`src/rtl/ex_stage.sv`:
```
// Y86 execute stage: ALU, condition evaluation and CC register feeding a
// registered E->M pipeline register with stall/bubble control.
module ex_stage #(
  parameter int WIDTH      = 32,
  parameter int STACK_STEP = 4
) (
  input  logic             clk,
  input  logic             rst,
  input  logic             stall_i,
  input  logic             bubble_i,
  input  logic             set_cc_en_i,
  input  logic             valid_i,
  input  logic [7:0]       icode_i,
  input  logic [7:0]       ifun_i,
  input  logic [WIDTH-1:0] valA_i,
  input  logic [WIDTH-1:0] valB_i,
  input  logic [WIDTH-1:0] valC_i,
  input  logic [7:0]       dstE_i,
  output logic             valid_o,
  output logic [7:0]       icode_o,
  output logic [WIDTH-1:0] valE_o,
  output logic [WIDTH-1:0] valA_o,
  output logic [7:0]       dstE_o,
  output logic             cnd_o,
  output logic [2:0]       cc_o,
  output logic             err_o
);

  localparam logic [7:0] I_NOP    = 8'h01;
  localparam logic [7:0] I_CMOVXX = 8'h02;
  localparam logic [7:0] I_IRMOVL = 8'h03;
  localparam logic [7:0] I_RMMOVL = 8'h04;
  localparam logic [7:0] I_MRMOVL = 8'h05;
  localparam logic [7:0] I_OPL    = 8'h06;
  localparam logic [7:0] I_JXX    = 8'h07;
  localparam logic [7:0] I_CALL   = 8'h08;
  localparam logic [7:0] I_RET    = 8'h09;
  localparam logic [7:0] I_PUSHL  = 8'h0A;
  localparam logic [7:0] I_POPL   = 8'h0B;
  localparam logic [7:0] RNONE    = 8'h0F;
  localparam logic [2:0] CC_RESET = 3'b100;
  localparam logic [WIDTH-1:0] STEP = WIDTH'(STACK_STEP);

  logic             valid_q, valid_d;
  logic [7:0]       icode_q, icode_d;
  logic [WIDTH-1:0] valE_q, valE_d;
  logic [WIDTH-1:0] valA_q, valA_d;
  logic [7:0]       dstE_q, dstE_d;
  logic             cnd_q, cnd_d;
  logic [2:0]       cc_q, cc_d;
  logic             err_q, err_d;

  logic [WIDTH-1:0] add_res, sub_res, result_c;
  logic             opl_ok, err_c, cond_c, cnd_c, cc_load;
  logic             zf_c, sf_c, of_c;
  logic             zf_q, sf_q, of_q;

  assign add_res = valB_i + valA_i;
  assign sub_res = valB_i - valA_i;
  assign opl_ok  = (icode_i == I_OPL) && (ifun_i <= 8'd3);
  assign err_c   = (icode_i > I_POPL) || ((icode_i == I_OPL) && !opl_ok);

  always_comb begin
    result_c = '0;
    case (icode_i)
      I_CMOVXX:         result_c = valA_i;
      I_IRMOVL:         result_c = valC_i;
      I_RMMOVL, I_MRMOVL: result_c = valB_i + valC_i;
      I_OPL: begin
        case (ifun_i)
          8'd0:    result_c = add_res;
          8'd1:    result_c = sub_res;
          8'd2:    result_c = valB_i & valA_i;
          8'd3:    result_c = valB_i ^ valA_i;
          default: result_c = '0;
        endcase
      end
      I_CALL, I_PUSHL:  result_c = valB_i - STEP;
      I_RET, I_POPL:    result_c = valB_i + STEP;
      default:          result_c = '0;
    endcase
  end

  // Overflow compares operand signs against the result sign; logic ops never overflow.
  always_comb begin
    zf_c = (result_c == '0);
    sf_c = result_c[WIDTH-1];
    of_c = 1'b0;
    if (ifun_i == 8'd0)
      of_c = (valA_i[WIDTH-1] == valB_i[WIDTH-1]) && (result_c[WIDTH-1] != valA_i[WIDTH-1]);
    else if (ifun_i == 8'd1)
      of_c = (valA_i[WIDTH-1] != valB_i[WIDTH-1]) && (result_c[WIDTH-1] != valB_i[WIDTH-1]);
  end

  assign {zf_q, sf_q, of_q} = cc_q;

  // Conditions use the registered CC, never the flags of the instruction in E.
  always_comb begin
    cond_c = 1'b0;
    case (ifun_i)
      8'd0:    cond_c = 1'b1;
      8'd1:    cond_c = (sf_q ^ of_q) | zf_q;
      8'd2:    cond_c = sf_q ^ of_q;
      8'd3:    cond_c = zf_q;
      8'd4:    cond_c = ~zf_q;
      8'd5:    cond_c = ~(sf_q ^ of_q);
      8'd6:    cond_c = ~(sf_q ^ of_q) & ~zf_q;
      default: cond_c = 1'b0;
    endcase
  end

  assign cnd_c   = ((icode_i == I_CMOVXX) || (icode_i == I_JXX)) ? cond_c : 1'b0;
  assign cc_load = valid_i && opl_ok && set_cc_en_i && !stall_i && !bubble_i;

  always_comb begin
    valid_d = valid_q;
    icode_d = icode_q;
    valE_d  = valE_q;
    valA_d  = valA_q;
    dstE_d  = dstE_q;
    cnd_d   = cnd_q;
    err_d   = err_q;
    cc_d    = cc_load ? {zf_c, sf_c, of_c} : cc_q;
    if (!stall_i) begin
      if (bubble_i || !valid_i) begin
        valid_d = 1'b0;
        icode_d = I_NOP;
        valE_d  = '0;
        valA_d  = '0;
        dstE_d  = RNONE;
        cnd_d   = 1'b0;
        err_d   = 1'b0;
      end else begin
        valid_d = 1'b1;
        icode_d = icode_i;
        valE_d  = result_c;
        valA_d  = valA_i;
        cnd_d   = cnd_c;
        err_d   = err_c;
        if (err_c || ((icode_i == I_CMOVXX) && !cnd_c)) dstE_d = RNONE;
        else                                           dstE_d = dstE_i;
      end
    end
  end

  always_ff @(posedge clk) begin
    if (rst) begin
      valid_q <= 1'b0;
      icode_q <= I_NOP;
      valE_q  <= '0;
      valA_q  <= '0;
      dstE_q  <= RNONE;
      cnd_q   <= 1'b0;
      err_q   <= 1'b0;
      cc_q    <= CC_RESET;
    end else begin
      valid_q <= valid_d;
      icode_q <= icode_d;
      valE_q  <= valE_d;
      valA_q  <= valA_d;
      dstE_q  <= dstE_d;
      cnd_q   <= cnd_d;
      err_q   <= err_d;
      cc_q    <= cc_d;
    end
  end

  assign valid_o = valid_q;
  assign icode_o = icode_q;
  assign valE_o  = valE_q;
  assign valA_o  = valA_q;
  assign dstE_o  = dstE_q;
  assign cnd_o   = cnd_q;
  assign cc_o    = cc_q;
  assign err_o   = err_q;

endmodule

```
`config.mk`:
```
export PLATFORM = sky130hd
export DESIGN_NAME = ex_stage
export DESIGN_NICKNAME = d
export VERILOG_FILES = /design/src/rtl/ex_stage.sv
export SDC_FILE = /design/constraint.sdc
export NUM_CORES = 1
export LEC_CHECK = 0
export BUFFER_PORTS_ARGS = -buffer_cell sky130_fd_sc_hd__buf_2
export CAP_MARGIN = 20
export CORE_MARGIN = 3
export CORE_UTILIZATION = 52
export CTS_CLUSTER_DIAMETER = 100
export DETAILED_ROUTE_END_ITERATION = 8
export GPL_ROUTABILITY_DRIVEN = 0
export GPL_TIMING_DRIVEN = 1
export PLACE_DENSITY = 0.82
export REMOVE_ABC_BUFFERS = 1
export SYNTH_ARGS = -nofsm -noshare
export SYNTH_HDL_FRONTEND = slang
export SYNTH_SLANG_ARGS = --single-unit
```
`constraint.sdc`:
```
create_clock -name clk -period 4.7 [get_ports clk]
set_input_delay 0.235 -clock clk [delete_from_list [all_inputs] [get_ports clk]]
set_output_delay 0.235 -clock clk [all_outputs]
set_load 0.1 [all_outputs]
```
Word-level counts from Yosys, hierarchy flattened
Cells that the tools add are included.
- $add $sub $neg: 5
- magnitude comparators: 2
- equal/unequal tests: 20
- multiplexer cells: 14
- bitwise operators: 7
- reduce and logical (&&, ||, !) cells: 23
- operator list (kind ; count):
    32-bit one-hot mux with 6 select lines ; 1
    32-bit one-hot mux with 4 select lines ; 1
    32-bit adder ; 2
    32-bit 2-to-1 mux ; 2
    8-bit by 3-bit equality test with 1-bit output (second input constant) ; 7
    32-bit by 3-bit adder with 32-bit output (second input constant) ; 1
    32-bit bitwise AND ; 1
    8-bit by 2-bit equality test with 1-bit output (second input constant) ; 4
    8-bit by 4-bit equality test with 1-bit output (second input constant) ; 4
    32-bit logical NOT ; 1
    32-bit by 3-bit subtractor with 32-bit output (second input constant) ; 1
    32-bit subtractor ; 1
    32-bit bitwise XOR ; 1
    8-bit 2-to-1 mux ; 3
    1-bit logical AND ; 9
    8-bit by 1-bit equality test with 1-bit output (second input constant) ; 1
    8-bit by 4-bit greater-than comparator with 1-bit output (second input constant) ; 1
    8-bit by 2-bit <= comparator with 1-bit output (second input constant) ; 1
    8-bit logical NOT ; 1
    1-bit one-hot mux with 7 select lines ; 1
    1-bit 2-to-1 mux ; 6
    2-bit OR reduction ; 3
    1-bit logical NOT ; 5
    1-bit logical OR ; 4
    6 further kinds ; 9
- register bits after elaboration: 86
- input port bits: 126
- output and inout port bits: 86
- word-level logic and storage cells: 79

Logic depth before layout (Yosys ltp)
- word-level depth: 10
- depth in mapped cells: 24
- gate-level depth less buffers: 23

Least setup slack after synthesis
Ideal clock, no wire load.
- kind: input port to flip-flop
- start: input port icode_i[7]
- end: register cc_q[0], in the netlist cc_o[0]
- library setup time: 0.120 ns
- data arrival time: 4.968 ns
- data required time: 4.580 ns
- setup slack: -0.388 ns
- cell stages on the path: 18
- path buffers: 3
- cells stage by stage: nor4_1 -> clkbuf_8 -> and2_1 -> clkbuf_1 -> clkbuf_1 -> nand2_1 -> ha_1 -> nand2_2 -> or3_1 -> a21o_1 -> a211o_1 -> a21oi_1 -> o22ai_1 -> mux2i_1 -> o2111ai_2 -> xor2_1 -> a32o_1 -> o31a_1
- word-level cells in the longest chain between the ends: 7
- elaborated cells on any way between the ends: 24
- those cells by class: eq/ne: 11; mux: 3; reduce/logical: 10
- ends and longest elaborated chain (item ; line ; RTL):
    start, declared ; 13 ; input logic [7:0] icode_i,
    8-bit by 4-bit equality test with 1-bit output / 8-bit by 3-bit equality test with 1-bit output (equally long branches) ; 65 ; case (icode_i)
    2-bit OR reduction ; 65 ;
    32-bit one-hot mux with 6 select lines ; 65 ;
    1-bit inequality test ; 92 ; of_c = (valA_i[WIDTH-1] != valB_i[WIDTH-1]) && (result_c[WIDTH-1] != valB_i[WIDTH-1]);
    1-bit logical AND ; 92 ;
    1-bit 2-to-1 mux ; 91 ; else if (ifun_i == 8'd1)
    1-bit 2-to-1 mux ; 89 ; if (ifun_i == 8'd0)
    end signal, assigned ; 155 ; cc_q <= CC_RESET;
    end signal, assigned ; 164 ; cc_q <= cc_d;
    end, declared ; 50 ; logic [2:0] cc_q, cc_d;
Several ways; a longest one is shown, not always the timed one.
A chain may end at the register's enable or synchronous reset.

Worst setup path in the final report
- start: input port valA_i[1]
- end: register cc_q[0], in the netlist cc_o[0]
- word-level cells in the longest chain between the ends: 7
- elaborated cells on any way between the ends: 10
- those cells by class: add/sub: 2; eq/ne: 2; mux: 4; reduce/logical: 2
- ends and longest elaborated chain (item ; line ; RTL):
    start, declared ; 15 ; input logic [WIDTH-1:0] valA_i,
    32-bit subtractor / 32-bit adder (equally long branches) ; 59, 58 ;
    32-bit one-hot mux with 4 select lines (*) ; 70 ; case (ifun_i)
    32-bit one-hot mux with 6 select lines (*) ; 65 ;
    1-bit inequality test ; 92 ;
    1-bit logical AND ; 92 ;
    1-bit 2-to-1 mux ; 91 ;
    1-bit 2-to-1 mux (*) ; 89 ;
Every way passes the cells marked *; elsewhere a longest branch is shown, timed or not.

==> results by stage <==
Yosys:
- The cell with the most instances after synthesis is nor2_1.
- The portion of synthesized cell area occupied by the leading cell type is 15.4%.
- By area the synthesized netlist is led by dfxtp_1 15%, ha_1 14%, mux2i_1 6.9%.
- For this run, the number of Yosys warnings is 0.
- By count the netlist is led by 154 x nor2_1, 123 x ha_1, 118 x a21oi_1.
- The number of different library cells in the post-synthesis netlist is 100.
- The mean area per synthesized cell is 7.67 sq um.
- The number of flip-flops and latches in the synthesized netlist is 86.
- The most used flip-flop cell after synthesis is dfxtp_1.
- The largest area contributor in the synthesized netlist is dfxtp_1.
- The number of instances in the synthesized netlist is 1459.
- Summing the sequential cell areas from Yosys gives 15.4% of the chip area.
- Summing every instance area after synthesis gives 11200 sq um.
- The count of flip-flops with a built-in enable after synthesis is 0.
- The post-synthesis async set-or-reset flop share is 0%.

Setup path:
- The count of cells along the worst register-to-register path is 9.
- The startpoint identified for the worst register-to-register timing path is cc_o[0]$_SDFFE_PP0P_.
- The critical setup path kind is primary input to flip-flop.
- STA puts the critical path data arrival time at 4.83 ns.
- The peak fanout along the critical path is 3.
- The endpoint required time on the critical path is 4.96 ns.
- The most critical setup path has its startpoint at valA_i[1].
- STA classifies the critical path startpoint as a primary input.
- The worst setup path is captured at a flip-flop.

Clock network:
- The CTS tree is yes.
- The depth of the CTS H-tree is 3.
- The number of buffers on the longest clock path is 2.
- The CTS root buffer is clkbuf_16.
- The number of clock buffers added by TritonCTS is 9.
- The clock net in this run drives a total of 86 sinks.
- Clock-pin slew was measured on the worst setup and hold paths at 0.08 ns.
- The later pin in the worst-skew pair is clocked with a latency of 0.36 ns.

Route:
- The detailed router placed 13.5k vias in this run.
- The detail route stage leaves a number of antenna-violating nets equal to 0.
- For this run, design rule violations remaining after detail routing come to 0.
- For this block, the routed nets add up to 42900 um of wire.
- Dividing the detail-routed wire length by the instance count gives 21.4 um.
- The initial detailed-routing violation count is 1432.
- The ratio of routed vias to standard cells is 6.73.
- The first detailed-routing pass took 6 iterations.

Status:
- The run finished with clean final reports.

STA:
- The slew at the pin closest to its max-slew limit is 0.844 ns.
- The headroom to the max-slew limit is 42.3%.
- The count of final hold-check violations was 0.
- Counting I/O delays and the setup requirement, the final critical path takes 4.57 ns.
- The highest achievable clock rate is 219 MHz.
- The final worst clock skew is 0.00876 ns.
- Setup slack on the critical path of the routed design comes to 0.135 ns.
- The total negative slack is 0 ns.
- The final critical path takes up 97.1% of the cycle.
- The final setup violation count is 0.
- The worst hold margin is 0.104 ns.
- The total count of max-transition violations in the final report is 0.
- Setup repair after global routing could not meet its margin everywhere.

Die:
- From bottom edge to top edge, the die measures 153 um.
- The effective utilization at floorplan is 53.1%.
- The number of primary I/O pins is 212.
- From left edge to right edge, the die measures 153 um.
- The number of rows created at floorplan is 53.
- The die covers 23300 sq um.
- The area inside the core boundary is 21100 sq um.

Finish:
- Once layout is complete, the cells apart from fillers number 2004.
- The utilization of the core after routing is 64.7%.
- The area growth from synthesis to layout is 21.9%.
- Of the cells placed in the final design, the portion with a size suffix greater than 1 is 24.1%.
- The number of filler instances in the final layout is 1778.
- The post-route cell area is 13700 sq um.
- In the final design database the tool counted 1976 nets.

GRT:
- Global routing finished with a remaining overflow of 0.
- The overall track demand over capacity in global routing is 34.2%.
- The number of global-route vias before repair came to 12.9k.
- The global-route wire length before repair is 65800 um.
- The initial antenna violation count is 1.
- Entering global routing, the biggest net connects 79 pins.

Placement:
- The standard cell area after detailed placement is 13100 sq um.
- The number of cells in the design after placement is 1986.
- OpenSTA, run right after detailed placement, puts the worst setup slack at -0.776 ns.
- The number of buffers added on ports is 211.
- The half-perimeter wire length after detailed placement is 32200 um.

Pwr:
- The leakage power is 6.17 nW.
- The power density of the placed cells is 205 nW/um^2.
- VDD sags by at most 0.196 mV.
- The total chip power is 2.79 mW.

Hold path:
- The worst hold path begins at dstE_i[2].
- The worst hold path was traced through 3 stages.
- In this run the worst hold path is classified as primary input to flip-flop.

Flow run:
- Across the run, the number of max-cap violations was 0.
-- what timing repair did --
action	in CTS	in global routing
pin swaps	0	20
hold buffers	0	0
setup buffers	0	1
setup endpoints to repair	6	12
cloned	0	0
resized for setup	9	33
-- area by class of cell --
class	instances	area (sq um)	area share [%]
sequential	86	1720	12.6
timing repair buffer	333	2010	14.7
multi-input combinational	1263	9140	66.9
clock inverter	5	83.8	0.614
inverter	31	121	0.889
tap	275	344	2.52
clock buffer	10	229	1.68
antenna	1	2.50	0.0183
-- metal layers --
metal  share of wire (%)  global-route usage, %
met4                 6.8                   20.9
met2                  44                   55.4
met1                  38                   41.9
met5                   0                      0
met3                  11                   6.65
-- registers in the layout, indices dropped and copies added, names as in the netlist --
| signal | count |
|---|---|
| valid_o | 1 |
| dstE_o | 8 |
| icode_o | 8 |
| valA_o | 32 |
| cnd_o | 1 |
| cc_o | 3 |
| valE_o | 32 |
| err_o | 1 |
-- critical path, cell delays in order --
cell and delay [ns]:
buf_8 0.10, inv_6 0.05, ha_4 0.15, nand2b_4 0.05, nand2b_4 0.15, or4b_4 0.57, nor2_4 0.17, nand2_2 0.07
or2_4 0.28, buf_6 0.13, nand2b_4 0.15, o31ai_4 0.23, xor2_1 0.17, ha_1 0.28, a21o_1 0.20, a21o_1 0.18
a21oi_2 0.18, nand2_1 0.10, o22ai_2 0.22, a31oi_2 0.12, xnor2_1 0.21, o2111ai_2 0.18, xor2_1 0.20, a32o_1 0.23
o31a_1 0.22
-- kinds of logic after synthesis --
family | count (synthesis) | share of synthesized area [%]
AO/OA/AOI/OAI | 501 | 30.6
XOR/XNOR | 88 | 6.88
adder cells (fa/ha/maj) | 126 | 14.3
buffers and inverters | 110 | 4.72
flip-flops | 86 | 15.4
multiplexers | 81 | 7.29
AND/OR/NAND/NOR | 467 | 20.8
-- placed cells by master, fill, tap and decap left out, drive strengths merged, types with 14 or more instances in the layout --
| cell | netlist | final |
|---|---|---|
| mux2i | 77 | 77 |
| dfxtp | 86 | 86 |
| a211oi | 18 | 18 |
| nor2 | 154 | 154 |
| nand3 | 31 | 31 |
| o22ai | 33 | 33 |
| a22oi | 70 | 70 |
| nand2b | 26 | 26 |
| nor3 | 29 | 29 |
| o31ai | 16 | 16 |
| a21o | 25 | 25 |
| nand4 | 21 | 21 |
| xnor2 | 50 | 50 |
| buf | 15 | 333 |
| xor2 | 38 | 38 |
| nand2 | 98 | 98 |
| a31oi | 18 | 18 |
| a21oi | 120 | 120 |
| and3 | 14 | 14 |
| inv | 31 | 32 |
| ha | 123 | 123 |
| o21ai | 80 | 80 |
| a221oi | 16 | 16 |
-- path summary, 6_finish.rpt --
path                       endpoint  slack [ns]
max            cc_o[0]$_SDFFE_PP0P_        0.13
min          dstE_o[2]$_SDFFE_PP1N_        0.10
max reg2reg  dstE_o[4]$_SDFFE_PP0N_        2.56
min reg2reg      cnd_o$_SDFFE_PP0N_        0.47
-- where the power goes --
part	total, mW	switching (mW)	internal [mW]
combinational	1.22	0.742	0.481
clock	0.827	0.361	0.467
sequential	0.742	0.00453	0.738
No activity file was read; power rests on OpenSTA's default activity.
